### config.mk
export PLATFORM = sky130hd
export DESIGN_NAME = pipe_stall_controller
export DESIGN_NICKNAME = d
export VERILOG_FILES = /design/src/rtl/pipe_stall_controller.sv
export SDC_FILE = /design/constraint.sdc
export NUM_CORES = 1
export LEC_CHECK = 0
export BUFFER_PORTS_ARGS = -buffer_cell sky130_fd_sc_hd__buf_4
export CAP_MARGIN = 20
export CORE_MARGIN = 1.5
export CORE_UTILIZATION = 52
export DETAILED_ROUTE_END_ITERATION = 10
export GPL_ROUTABILITY_DRIVEN = 0
export MAX_ROUTING_LAYER = met4
export PLACE_DENSITY = 0.8
export SKIP_CTS_REPAIR_TIMING = 1
export SLEW_MARGIN = 20
export SYNTH_ARGS = -nofsm -noshare
export SYNTH_HDL_FRONTEND = slang
export SYNTH_SLANG_ARGS = --single-unit
### constraint.sdc
create_clock -name clk -period 4.7 [get_ports clk]
set_input_delay 1.41 -clock clk [delete_from_list [all_inputs] [get_ports clk]]
set_output_delay 1.41 -clock clk [all_outputs]
set_load 0.02 [all_outputs]
### src/rtl/pipe_stall_controller.sv
// Hazard and sequencing controller for the 5-stage core: it tracks in-flight register
// writes, holds the pipe while mul/div occupies EX, and flushes on taken branches.
module pipe_stall_controller #(
    parameter int NREG   = 8,
    parameter int REG_AW = 3,
    parameter int MC_LAT = 4,
    parameter int CNT_W  = 16
) (
    input  logic              clk,
    input  logic              reset,
    input  logic              id_valid,
    input  logic [REG_AW-1:0] id_rs1,
    input  logic [REG_AW-1:0] id_rs2,
    input  logic              id_use_rs1,
    input  logic              id_use_rs2,
    input  logic [REG_AW-1:0] id_rd,
    input  logic              id_wr,
    input  logic              id_is_mc,
    input  logic              ex_branch_taken,
    input  logic              wb_valid,
    input  logic [REG_AW-1:0] wb_rd,
    output logic              pc_en,
    output logic              ifid_en,
    output logic              ifid_flush,
    output logic              idex_en,
    output logic              idex_bubble,
    output logic              exmem_bubble,
    output logic              issue,
    output logic              mc_busy,
    output logic [NREG-1:0]   sb_pending,
    output logic [CNT_W-1:0]  stall_cnt
);

    localparam int MC_W = 4;

    typedef enum logic {
        IDLE,
        MC_BUSY
    } state_t;

    state_t            state, state_nxt;
    logic [MC_W-1:0]   mc_cnt, mc_cnt_nxt;
    logic [NREG-1:0]   sb_eff, sb_nxt;
    logic              hazard, flush, stall, issue_raw;

    // A register written back this very cycle is already readable, so its bit is masked.
    always_comb begin
        sb_eff = sb_pending;
        if (wb_valid) begin
            sb_eff[wb_rd] = 1'b0;
        end
        sb_eff[0] = 1'b0;
    end

    assign hazard    = (id_use_rs1 & sb_eff[id_rs1]) |
                       (id_use_rs2 & sb_eff[id_rs2]) |
                       (id_wr      & sb_eff[id_rd]);
    assign flush     = ex_branch_taken & (state == IDLE);
    assign stall     = id_valid & (hazard | (state == MC_BUSY)) & ~flush;
    assign issue_raw = id_valid & ~hazard & ~flush & (state == IDLE);

    always_ff @(posedge clk) begin
        if (reset) begin
            state      <= IDLE;
            mc_cnt     <= '0;
            sb_pending <= '0;
            stall_cnt  <= '0;
        end else begin
            state      <= state_nxt;
            mc_cnt     <= mc_cnt_nxt;
            sb_pending <= sb_nxt;
            if (stall && !(&stall_cnt)) begin
                stall_cnt <= stall_cnt + CNT_W'(1);
            end
        end
    end

    // Set is applied after clear so an issue and a writeback to the same register keep it pending.
    always_comb begin
        sb_nxt = sb_pending;
        if (wb_valid) begin
            sb_nxt[wb_rd] = 1'b0;
        end
        if (issue_raw && id_wr && (id_rd != '0)) begin
            sb_nxt[id_rd] = 1'b1;
        end
        sb_nxt[0] = 1'b0;
    end

    always_comb begin
        state_nxt    = state;
        mc_cnt_nxt   = mc_cnt;
        pc_en        = 1'b1;
        ifid_en      = 1'b1;
        ifid_flush   = 1'b0;
        idex_en      = 1'b1;
        idex_bubble  = 1'b0;
        exmem_bubble = 1'b0;
        issue        = 1'b0;
        mc_busy      = 1'b0;

        case (state)
            IDLE: begin
                if (issue_raw && id_is_mc) begin
                    state_nxt  = MC_BUSY;
                    mc_cnt_nxt = MC_W'(MC_LAT - 1);
                end
            end
            MC_BUSY: begin
                if (mc_cnt == '0) begin
                    state_nxt = IDLE;
                end else begin
                    mc_cnt_nxt = mc_cnt - MC_W'(1);
                end
            end
            default: state_nxt = IDLE;
        endcase

        // Reset forces the free-running defaults regardless of the stale state.
        if (!reset) begin
            issue   = issue_raw;
            mc_busy = (state == MC_BUSY);
            if (flush) begin
                ifid_flush  = 1'b1;
                idex_bubble = 1'b1;
            end else if (state == MC_BUSY) begin
                pc_en        = 1'b0;
                ifid_en      = 1'b0;
                idex_en      = 1'b0;
                exmem_bubble = (mc_cnt != '0);
            end else if (id_valid && hazard) begin
                pc_en       = 1'b0;
                ifid_en     = 1'b0;
                idex_bubble = 1'b1;
            end
        end
    end

    no_branch_while_busy: assert property (@(posedge clk) disable iff (reset)
        !(ex_branch_taken && (state == MC_BUSY)));

endmodule
Word level (Yosys, flattened, before mapping)
Index checks and enable logic that the tools add are counted.
{ "op_classes": {"n_addsub": 2, "n_lt_le_gt_ge": 6, "eq_ne": 2, "n_mux": 36, "bitwise": 18, "reduce_logical": 13} }
{ "ops": {"columns": ["op", "count"], "rows": [
  ["$mux 1", 25],
  ["$add 16x1->16 const B", 1],
  ["$lt 3x4->1 const B", 4],
  ["$mux 8", 2],
  ["$reduce_and 16->1", 1],
  ["$and 1x1->1", 9],
  ["$bmux 1 s3", 3],
  ["$and 8x8->8", 1],
  ["$mux 4", 2],
  ["$not 8->8", 1],
  ["$or 8x8->8", 1],
  ["$pmux 4 s2", 1],
  ["$logic_and 1x1->1", 7],
  ["$demux 1 s3", 2],
  ["$ge 3x1->1 const B", 2],
  ["$logic_not 4->1", 1],
  ["$reduce_bool 4->1", 1],
  ["$sub 4x1->4 const B", 1],
  ["$not 1->1", 3],
  ["$or 1x1->1", 3],
  ["$reduce_bool 3->1", 1],
  ["$ne 2x1->1 const B", 1],
  ["$ne 2x2->1 const B", 1],
  ["$pmux 1 s2", 1],
  ["2 further kinds", 2]
]} }
{ "word_totals": {"regBits": 29, "input_bits": 21, "output_inout_bits": 32, "word_cells": 82} }

Logic depth before layout (Yosys ltp)
Gate-level depths: netlist (run 1).
{ "depth": {"depth_word": 19, "mapped_depth": 9, "ltp_nobuf": 8} }

Worst setup path before layout (run 1)
Ideal clock, no wire load.
{ "synth_path": {"kind": "input-to-output", "start": "input wb_rd[2]", "end": "output pc_en", "arrival_ps": 3101, "t_required_ps": 3290, "slack_ps": 189, "cell_stages": 7, "n_path_buf": 1, "cell_sequence": "or4bb_1 -> nand2_1 -> o221ai_1 -> a32oi_1 -> a21bo_2 -> a21o_1 -> buf_4"} }
{ "synth_via": {"elab_chain_cells": 17, "elab_cells_between_ends": 24, "cone_classes": "order compare (2); mux (13); bitwise (7); reduce/logical (2)"} }
{ "synth_rtl": {"columns": ["item", "line_no", "text"], "rows": [
  ["start, declared", "21", "input logic [REG_AW-1:0] wb_rd,"],
  ["$lt 3x4->1 (not written as such) / $ge 3x1->1 (equally long branches)", "50", "sb_eff[wb_rd] = 1'b0;"],
  ["$logic_and 1x1->1 (not written as such)", "50", null],
  ["$mux 1 (not written as such)", "50", null],
  ["$demux 1 s3 *", "50", null],
  ["$not 8->8 (no source line) *", null, null],
  ["$and 8x8->8 (no source line) *", null, null],
  ["$mux 8 *", "49", "if (wb_valid) begin"],
  ["$bmux 1 s3 (on tied branches)", "55, 56", null],
  ["$mux 1 (on tied branches)", "55, 56", null],
  ["$and 1x1->1 (on tied branches)", "55, 56", null],
  ["$or 1x1->1", "55", "assign hazard = (id_use_rs1 & sb_eff[id_rs1]) |"],
  ["$or 1x1->1 *", "56", "(id_use_rs2 & sb_eff[id_rs2]) |"],
  ["$logic_and 1x1->1 *", "131", "end else if (id_valid && hazard) begin"],
  ["$mux 1 * (4 in series)", null, null],
  ["end, declared", "22", "output logic pc_en,"]
]} }
Every way passes the cells marked *; elsewhere a longest branch is shown, timed or not. The select of a mux whose other input is x is not followed.

Worst setup path in the final report (run 1)
{ "layout_path": {"start": "input wb_rd[2]", "end": "output idex_bubble"} }
{ "layout_via": {"elab_chain_cells": 17, "elab_cells_between_ends": 24, "cone_classes": "order compare (2); mux (13); bitwise (7); reduce/logical (2)"} }
{ "layout_rtl": {"columns": ["item", "line_no", "text"], "rows": [
  ["$lt 3x4->1 (not written as such) / $ge 3x1->1 (equally long branches)", "50", null],
  ["$logic_and 1x1->1 (not written as such)", "50", null],
  ["$mux 1 (not written as such)", "50", null],
  ["$demux 1 s3 *", "50", null],
  ["$not 8->8 (no source line) *", null, null],
  ["$and 8x8->8 (no source line) *", null, null],
  ["$mux 8 *", "49", null],
  ["$bmux 1 s3 (on tied branches)", "55, 56", null],
  ["$mux 1 (on tied branches)", "55, 56", null],
  ["$and 1x1->1 (on tied branches)", "55, 56", null],
  ["$or 1x1->1", "55", null],
  ["$or 1x1->1 *", "56", null],
  ["$logic_and 1x1->1 *", "131", null],
  ["$mux 1 *", "131", null],
  ["$mux 1 *", "126", "end else if (state == MC_BUSY) begin"],
  ["$mux 1 *", "123", "if (flush) begin"],
  ["$mux 1 *", "120", "if (!reset) begin"],
  ["end, declared", "26", "output logic idex_bubble,"]
]} }
Marked as above.

==> results.yml, run 1 <==
cts:
  tritoncts: "yes"
  number_of_buffers_between_clock_root_and_the_deepest_sink: 2
  tritoncts.num_buffers: 3
  cts_max_level: 1
  clk_transition_reported_paths_ns: 0.15
  clock_root_buffer: "clkbuf_4"
  cts.sink_count: 28
  source_to_sink_clock_delay_at_the_later_pin_of_the_worst_skew_pair_ns: 0.34
finish:
  final_net_count: 300
  final-instance-count-excl-fill: 322
  post_route_cells_drive_above_1_share: 0.290
  finish.instance_area_um2: 2330
  layout_overhead_on_the_synthesized_area_pct: 25.4
  utilization_after_layout: 0.688
  antenna-diode-count: 0
critical_path:
  timing.critical_path.max_delay_family: "simple AND/OR/NAND/NOR gates"
  r2r_setup_slack_ns: 2.26
  max_stage_delay_ns: 0.55
  critical_path_depth: 9
  cp_num_buf_inv: 2
  reg2reg_from: "sb_pending[2]$_SDFF_PP0_"
  crit_start: "wb_rd[2]"
  criticalPathCategory: "primary input to output port"
  critical-path-slowest-cell: "or4bb_4"
  timing.critical_path.arrival_ns: 3.22
  required_ns: 3.29
  critical_path.endpoint_type: "output port"
  worst_setup_path_start_kind: "primary input"
  cp-endpoint: "idex_bubble"
  critPathMaxFanout: 8
  r2r_end: "stall_cnt[6]$_SDFFE_PP0P_"
  crit_chain: "buf_4, or4bb_4, nand2_1, o221ai_2, a32oi_2, nand2_2, a21oi_1, nor3_1, buf_4"
  timing.reg2reg.worst_path_depth: 8
  crit_top_cell: "buf_4"
grt:
  grt_overflow_total: 0
  wire_length_of_the_first_global_routing_pass_mm: 7.45
  first_global_vias: 1675
  antenna_found_initial: 0
  grtUsageTotal: 0.233
  grt_max_degree: 43
synthesis:
  proportion_of_synthesized_flip_flops_having_asynchronous_set_or_reset: 0
  average_instance_area_after_synthesis_um2: 8.16
  synth-warning-count: 0
  synth.cell_area_um2: 1860
  ys_seq_area_frac: 0.301
  yosys_most_used_dff: "dfxtp_1"
  synth.lib_cells_used.distinct: 52
  syn_nets: 251
  number_of_flops_mapped_to_enable_cells_by_yosys: 0
  synthesis.instances: 228
  postSynthRegisterBits: 28
sta:
  finalCritPeriodShare: 0.985
  maxClockFrequency_mhz: 216
  setup_total_negative_slack_ns: 0
  max_slew_margin: 0.597
  setup_slack_ns: 0.0714
  slew_viol_final: 0
  fin_crit_ns: 4.63
  hold_viol: 0
  finalSetupViolCount: 0
  fin_worst_skew_ns: 0.00302
  tightest_slew_ns: 0.597
floorplan:
  floorplan.die.width_um: 62.8
  num_rows: 21
  floorplan.initialDensity: 0.549
  placeableCoreArea_um2: 3390
  design.portCount: 53
  dieArea_um2: 3950
  die_y_um: 62.8
route:
  post-route-drc-count: 0
  antenna_left: 0
  routed_wire_length_per_instance_um: 14.3
  routed_via_density: 5.96
  detailedRoute.firstPassIterationCount: 4
  drtIter0Drc: 159
  vias: 1919
  drt_wl_total_mm: 4.60
power_and_ir_drop:
  peakVddDrop_v: 0.000112
  power-per-cell-area_nw_per_um2: 194
  power.leakage_uw: 0.000926
min_path:
  hp-class: "register to register"
placed_design:
  io_buffers: 51
  detailedPlace.worstSlack_ns: -0.00562
  detailedPlacementHpwl_mm: 3.44
  place.detailed.instances: 318
  placedInstanceArea_um2: 2270
flow_run:
  maxCapViolCount: 0
run_status:
  status: "finished clean"
==> flip-flops by register name, indices dropped and copies added, names as in the netlist <==
signal,count
mc_cnt,4
state,1
sb_pending,7
stall_cnt,16
==> synth_stat cells, drive strengths merged, types with 4 or more instances <==
cell / number / area share
a21oi: 11 / 0.030
inv: 12 / 0.024
buf: 4 / 0.017
o22ai: 7 / 0.024
nand4b: 6 / 0.028
nor2: 15 / 0.030
nand2: 21 / 0.042
o31ai: 4 / 0.016
nor3: 9 / 0.032
nand4: 6 / 0.020
clkbuf: 5 / 0.010
dfxtp: 28 / 0.30
nor2b: 16 / 0.054
a32oi: 4 / 0.019
or4: 5 / 0.020
mux2: 11 / 0.073
nand3: 16 / 0.043
==> worst min-delay path by stage <==
stage	startpoint	end	slack, ns	cells after the start
3_5_place_dp	mc_cnt[1]$_SDFFE_PP0P_	mc_cnt[1]$_SDFFE_PP0P_	0.50	1
4_1_cts	stall_cnt[3]$_SDFFE_PP0P_	stall_cnt[3]$_SDFFE_PP0P_	0.53	2
6_report	stall_cnt[5]$_SDFFE_PP0P_	stall_cnt[5]$_SDFFE_PP0P_	0.52	2
2_1_floorplan	mc_cnt[1]$_SDFFE_PP0P_	mc_cnt[1]$_SDFFE_PP0P_	0.48	1
3_3_place_gp	mc_cnt[1]$_SDFFE_PP0P_	mc_cnt[1]$_SDFFE_PP0P_	0.49	1
5_1_grt	stall_cnt[5]$_SDFFE_PP0P_	stall_cnt[5]$_SDFFE_PP0P_	0.54	2
==> cell type report <==
type	count	area, um2
multi-input combinational	179	1230
inverter	12	45.0
fill	295	1060
tap	46	57.6
timing repair buffer	53	398
clock buffer	4	36.3
sequential	28	561
==> tightest hold or removal path: cells and delay by family (launching register included) <==
| family | cells | cell delay, ns |
|---|---|---|
| flops | 1 | 0.37 |
| compound gates | 2 | 0.13 |
==> cell families after synthesis <==
kind of cell	after synthesis	share of synthesized area
other	1	0.00202
buffers and inverters	21	0.0511
flip-flops	28	0.301
multiplexers	11	0.0726
AO/OA/AOI/OAI	49	0.187
AND/OR/NAND/NOR	113	0.358
adder cells (fa/ha/maj)	2	0.0134
XOR/XNOR	3	0.0141
==> placed cells by master, fill, tap and decap left out, types with 2 or more instances in the layout <==
master,n
nor3_1,6
nor3_2,3
dfxtp_1,28
nand3_1,16
and3_1,3
ha_1,2
nor2b_1,16
inv_1,12
clkbuf_4,3
a21o_1,2
o21ai_0,3
xor2_1,3
o211ai_1,3
a32oi_1,3
mux2_4,3
o31a_1,2
o22ai_1,7
o2111ai_1,2
nor2_1,15
mux2_2,8
and2_1,3
nand4b_1,6
or4bb_4,2
nand2_1,20
buf_4,53
nor4_1,2
and4b_1,2
nand4_1,6
o31ai_1,4
or4_1,5
a21oi_1,11
==> metal layers <==
metal,part of all wire,global-route usage
met5,0,-
met4,0.012,0.0583
met3,0.052,0.0234
met2,0.50,0.413
met1,0.43,0.283
==> metrics by stage <==
stage          hold WS [ns]  total power [uW]
2_1_floorplan         0.475               297
3_3_place_gp          0.493               330
3_5_place_dp          0.501               331
4_1_cts               0.525               447
5_1_grt               0.544               471
6_report              0.522               452
==> power by group <==
group          switching, uW  total (uW)  internal (uW)
sequential              3.25         243            240
combinational           51.2        86.5           35.3
clock                   74.3         122           47.5
total                    129         452            323
No activity file was read; power rests on OpenSTA's default activity.
==> inputs of run 2 (changes only) <==
--- a/config.mk
+++ b/config.mk
@@ -9,3 +9,3 @@
 export CAP_MARGIN = 20
-export CORE_MARGIN = 1.5
+export CORE_MARGIN = 2
 export CORE_UTILIZATION = 52
@@ -15,2 +15,3 @@
 export PLACE_DENSITY = 0.8
+export REMOVE_ABC_BUFFERS = 1
 export SKIP_CTS_REPAIR_TIMING = 1
==> constraint.sdc (replaced) <==
create_clock -name clk -period 4.7 [get_ports clk]
set_input_delay 0.235 -clock clk [delete_from_list [all_inputs] [get_ports clk]]
set_output_delay 0.235 -clock clk [all_outputs]
set_load 0.02 [all_outputs]
==> run 2 against run 1 <==
Cell count shrank 0.62%. Core utilization down 1.3 points. Cell area decreased by 1.9%. Global-route usage decreased by 0.054 points. Critical path type is now register to output port. Largest cell class unchanged.
==> results.yml, run 2 (synthesis results as in run 1) <==
run_status:
  status: "finished clean"
floorplan:
  die_y_um: 63.8
  design.portCount: 53
  floorplan.die.width_um: 63.8
  num_rows: 21
  placeableCoreArea_um2: 3390
  dieArea_um2: 4070
  floorplan.initialDensity: 0.549
critical_path:
  required_ns: 4.47
  reg2reg_from: "sb_pending[3]$_SDFF_PP0_"
  criticalPathCategory: "register to output port"
  critical_path.endpoint_type: "output port"
  r2r_setup_slack_ns: 2.12
  critPathMaxFanout: 5
  worst_setup_path_start_kind: "register"
  r2r_end: "stall_cnt[9]$_SDFFE_PP0P_"
  timing.critical_path.arrival_ns: 2.36
  timing.reg2reg.worst_path_depth: 7
cts:
  tritoncts: "yes"
  cts_max_level: 1
  cts.sink_count: 28
  tritoncts.num_buffers: 3
  source_to_sink_clock_delay_at_the_later_pin_of_the_worst_skew_pair_ns: 0.33
  clk_transition_reported_paths_ns: 0.16
  number_of_buffers_between_clock_root_and_the_deepest_sink: 2
  clock_root_buffer: "clkbuf_4"
finish:
  sequential_cell_area_um2: 561
  post_route_cells_drive_above_1_share: 0.263
  layout_overhead_on_the_synthesized_area_pct: 22.9
  final_cell_mix: "51 x buf_4, 28 x dfxtp_1, 21 x nand2_1, 16 x nand3_1, 16 x nor2b_1"
  mostFrequentLayoutCell: "buf_4"
  layout_top_registers: "stall_cnt x16, sb_pending x7, mc_cnt x4"
  largest_register_ffs: 16
  top_register: "stall_cnt"
  final_net_count: 298
  utilization_after_layout: 0.675
  number_of_filler_cells_placed_in_the_layout: 313
  multi_input_comb_area_um2: 1200
  final-instance-count-excl-fill: 320
  antenna-diode-count: 0
power_and_ir_drop:
  p_comb_frac: 0.185
  power.leakage_uw: 0.000911
  seq_power_share: 0.545
  power-per-cell-area_nw_per_um2: 196
  pwr-share-clk: 0.270
  swShare: 0.284
  peakVddDrop_v: 0.000115
  internal_power_uw: 320
  p_switching_uw: 127
route:
  drtIter0Drc: 91
  detailedRoute.firstPassIterationCount: 4
  vias: 1915
  post-route-drc-count: 0
  routed_via_density: 5.98
  routed_wire_length_per_instance_um: 14.4
  drt_wl_total_mm: 4.62
  antenna_left: 0
sta:
  max_slew_margin: 0.371
  unrepaired_setup_endpoints_after_global_routing: "no"
  fin_worst_hold_slack_ns: 0.158
  fin_worst_skew_ns: 0.00474
  maxClockFrequency_mhz: 385
  finalSetupViolCount: 0
  setup_slack_ns: 2.10
  slew_viol_final: 0
  finalCritPeriodShare: 0.552
  setup_total_negative_slack_ns: 0
  fin_crit_ns: 2.60
  tightest_slew_ns: 0.940
  hold_viol: 0
min_path:
  worst_hold_path.num_cells: 2
  hold-path-endpoint: "sb_pending[4]$_SDFF_PP0_"
  hp-class: "primary input to register"
  launch_point_of_the_worst_hold_path: "id_rd[1]"
placed_design:
  io_buffers: 51
  detailedPlace.worstSlack_ns: 1.87
  place.detailed.instances: 316
  detailedPlacementHpwl_mm: 3.44
grt:
  first_global_vias: 1632
  antenna_found_initial: 0
  wire_length_of_the_first_global_routing_pass_mm: 7.42
  grt_max_degree: 43
  grt_overflow_total: 0
  grtUsageTotal: 0.232
flow_run:
  maxCapViolCount: 0
-- run 2: cell count changes in the layout (fill, tap and decap cells not counted) --
cell      before  now
a311oi_1       0    1
o221ai_2       1    0
a32oi_2        1    0
nand2_1       20   21
a32oi_1        3    4
or4bb_1        0    2
nand2_2        1    0
or4bb_4        2    0
o221ai_1       0    1
buf_4         53   51
a311oi_2       1    0
-- run 2: worst max-delay path, cell delays in order, from the launching register on --
cell      delay [ns]
dfxtp_1         0.44
nor2b_1         0.16
a32oi_1         0.05
o311ai_0        0.52
a32oi_1         0.22
a21bo_2         0.28
a21o_1          0.20
buf_4           0.16
-- run 2: cell type report --
cell class                      instances  area share
Tap cell                               46      0.0252
Inverter                               12      0.0197
Clock buffer                            4      0.0159
Multi-Input combinational cell        179       0.527
Sequential cell                        28       0.245
Timing Repair Buffer                   51       0.167
-- run 2: routing by layer --
layer / vias up / share of wire / wire [um] / track usage
met1: 901 / 0.44 / 2050 / 0.290
met3: 4 / 0.050 / 232 / 0.0282
li1: 945 / - / - / -
met5: - / 0 / 0 / -
met4: 0 / 0.0078 / 36 / 0.0707
met2: 65 / 0.50 / 2300 / 0.393
-- run 2: through the flow --
step	instance area (um2)	total power [uW]
after floorplan	1810	289
after global placement	2250	329
after detailed placement	2250	331
after CTS	2290	447
after global routing	2290	465
final	2290	447
-- run 2: power by group through the flow --
| stage | Combinational (uW) | Clock, uW | Sequential (uW) |
|---|---|---|---|
| after floorplan | 40.0 | 0 | 249 |
| after global placement | 80.6 | 0 | 249 |
| after detailed placement | 82.0 | 0 | 249 |
| after CTS | 82.1 | 122 | 244 |
| after global routing | 90.2 | 131 | 244 |
| final | 82.7 | 121 | 244 |
-- run 2: worst max path at each step --
stage                        startpoint                          to  slack, ns
6_report       sb_pending[2]$_SDFF_PP0_                     ifid_en       2.10
5_1_grt        sb_pending[7]$_SDFF_PP0_                 idex_bubble       1.98
4_1_cts        sb_pending[7]$_SDFF_PP0_   stall_cnt[8]$_SDFFE_PP0P_       2.17
3_5_place_dp                   wb_rd[2]   stall_cnt[8]$_SDFFE_PP0P_       1.87
3_3_place_gp                   wb_rd[2]   stall_cnt[8]$_SDFFE_PP0P_       1.90
2_1_floorplan                  wb_rd[2]  stall_cnt[10]$_SDFFE_PP0P_       2.30
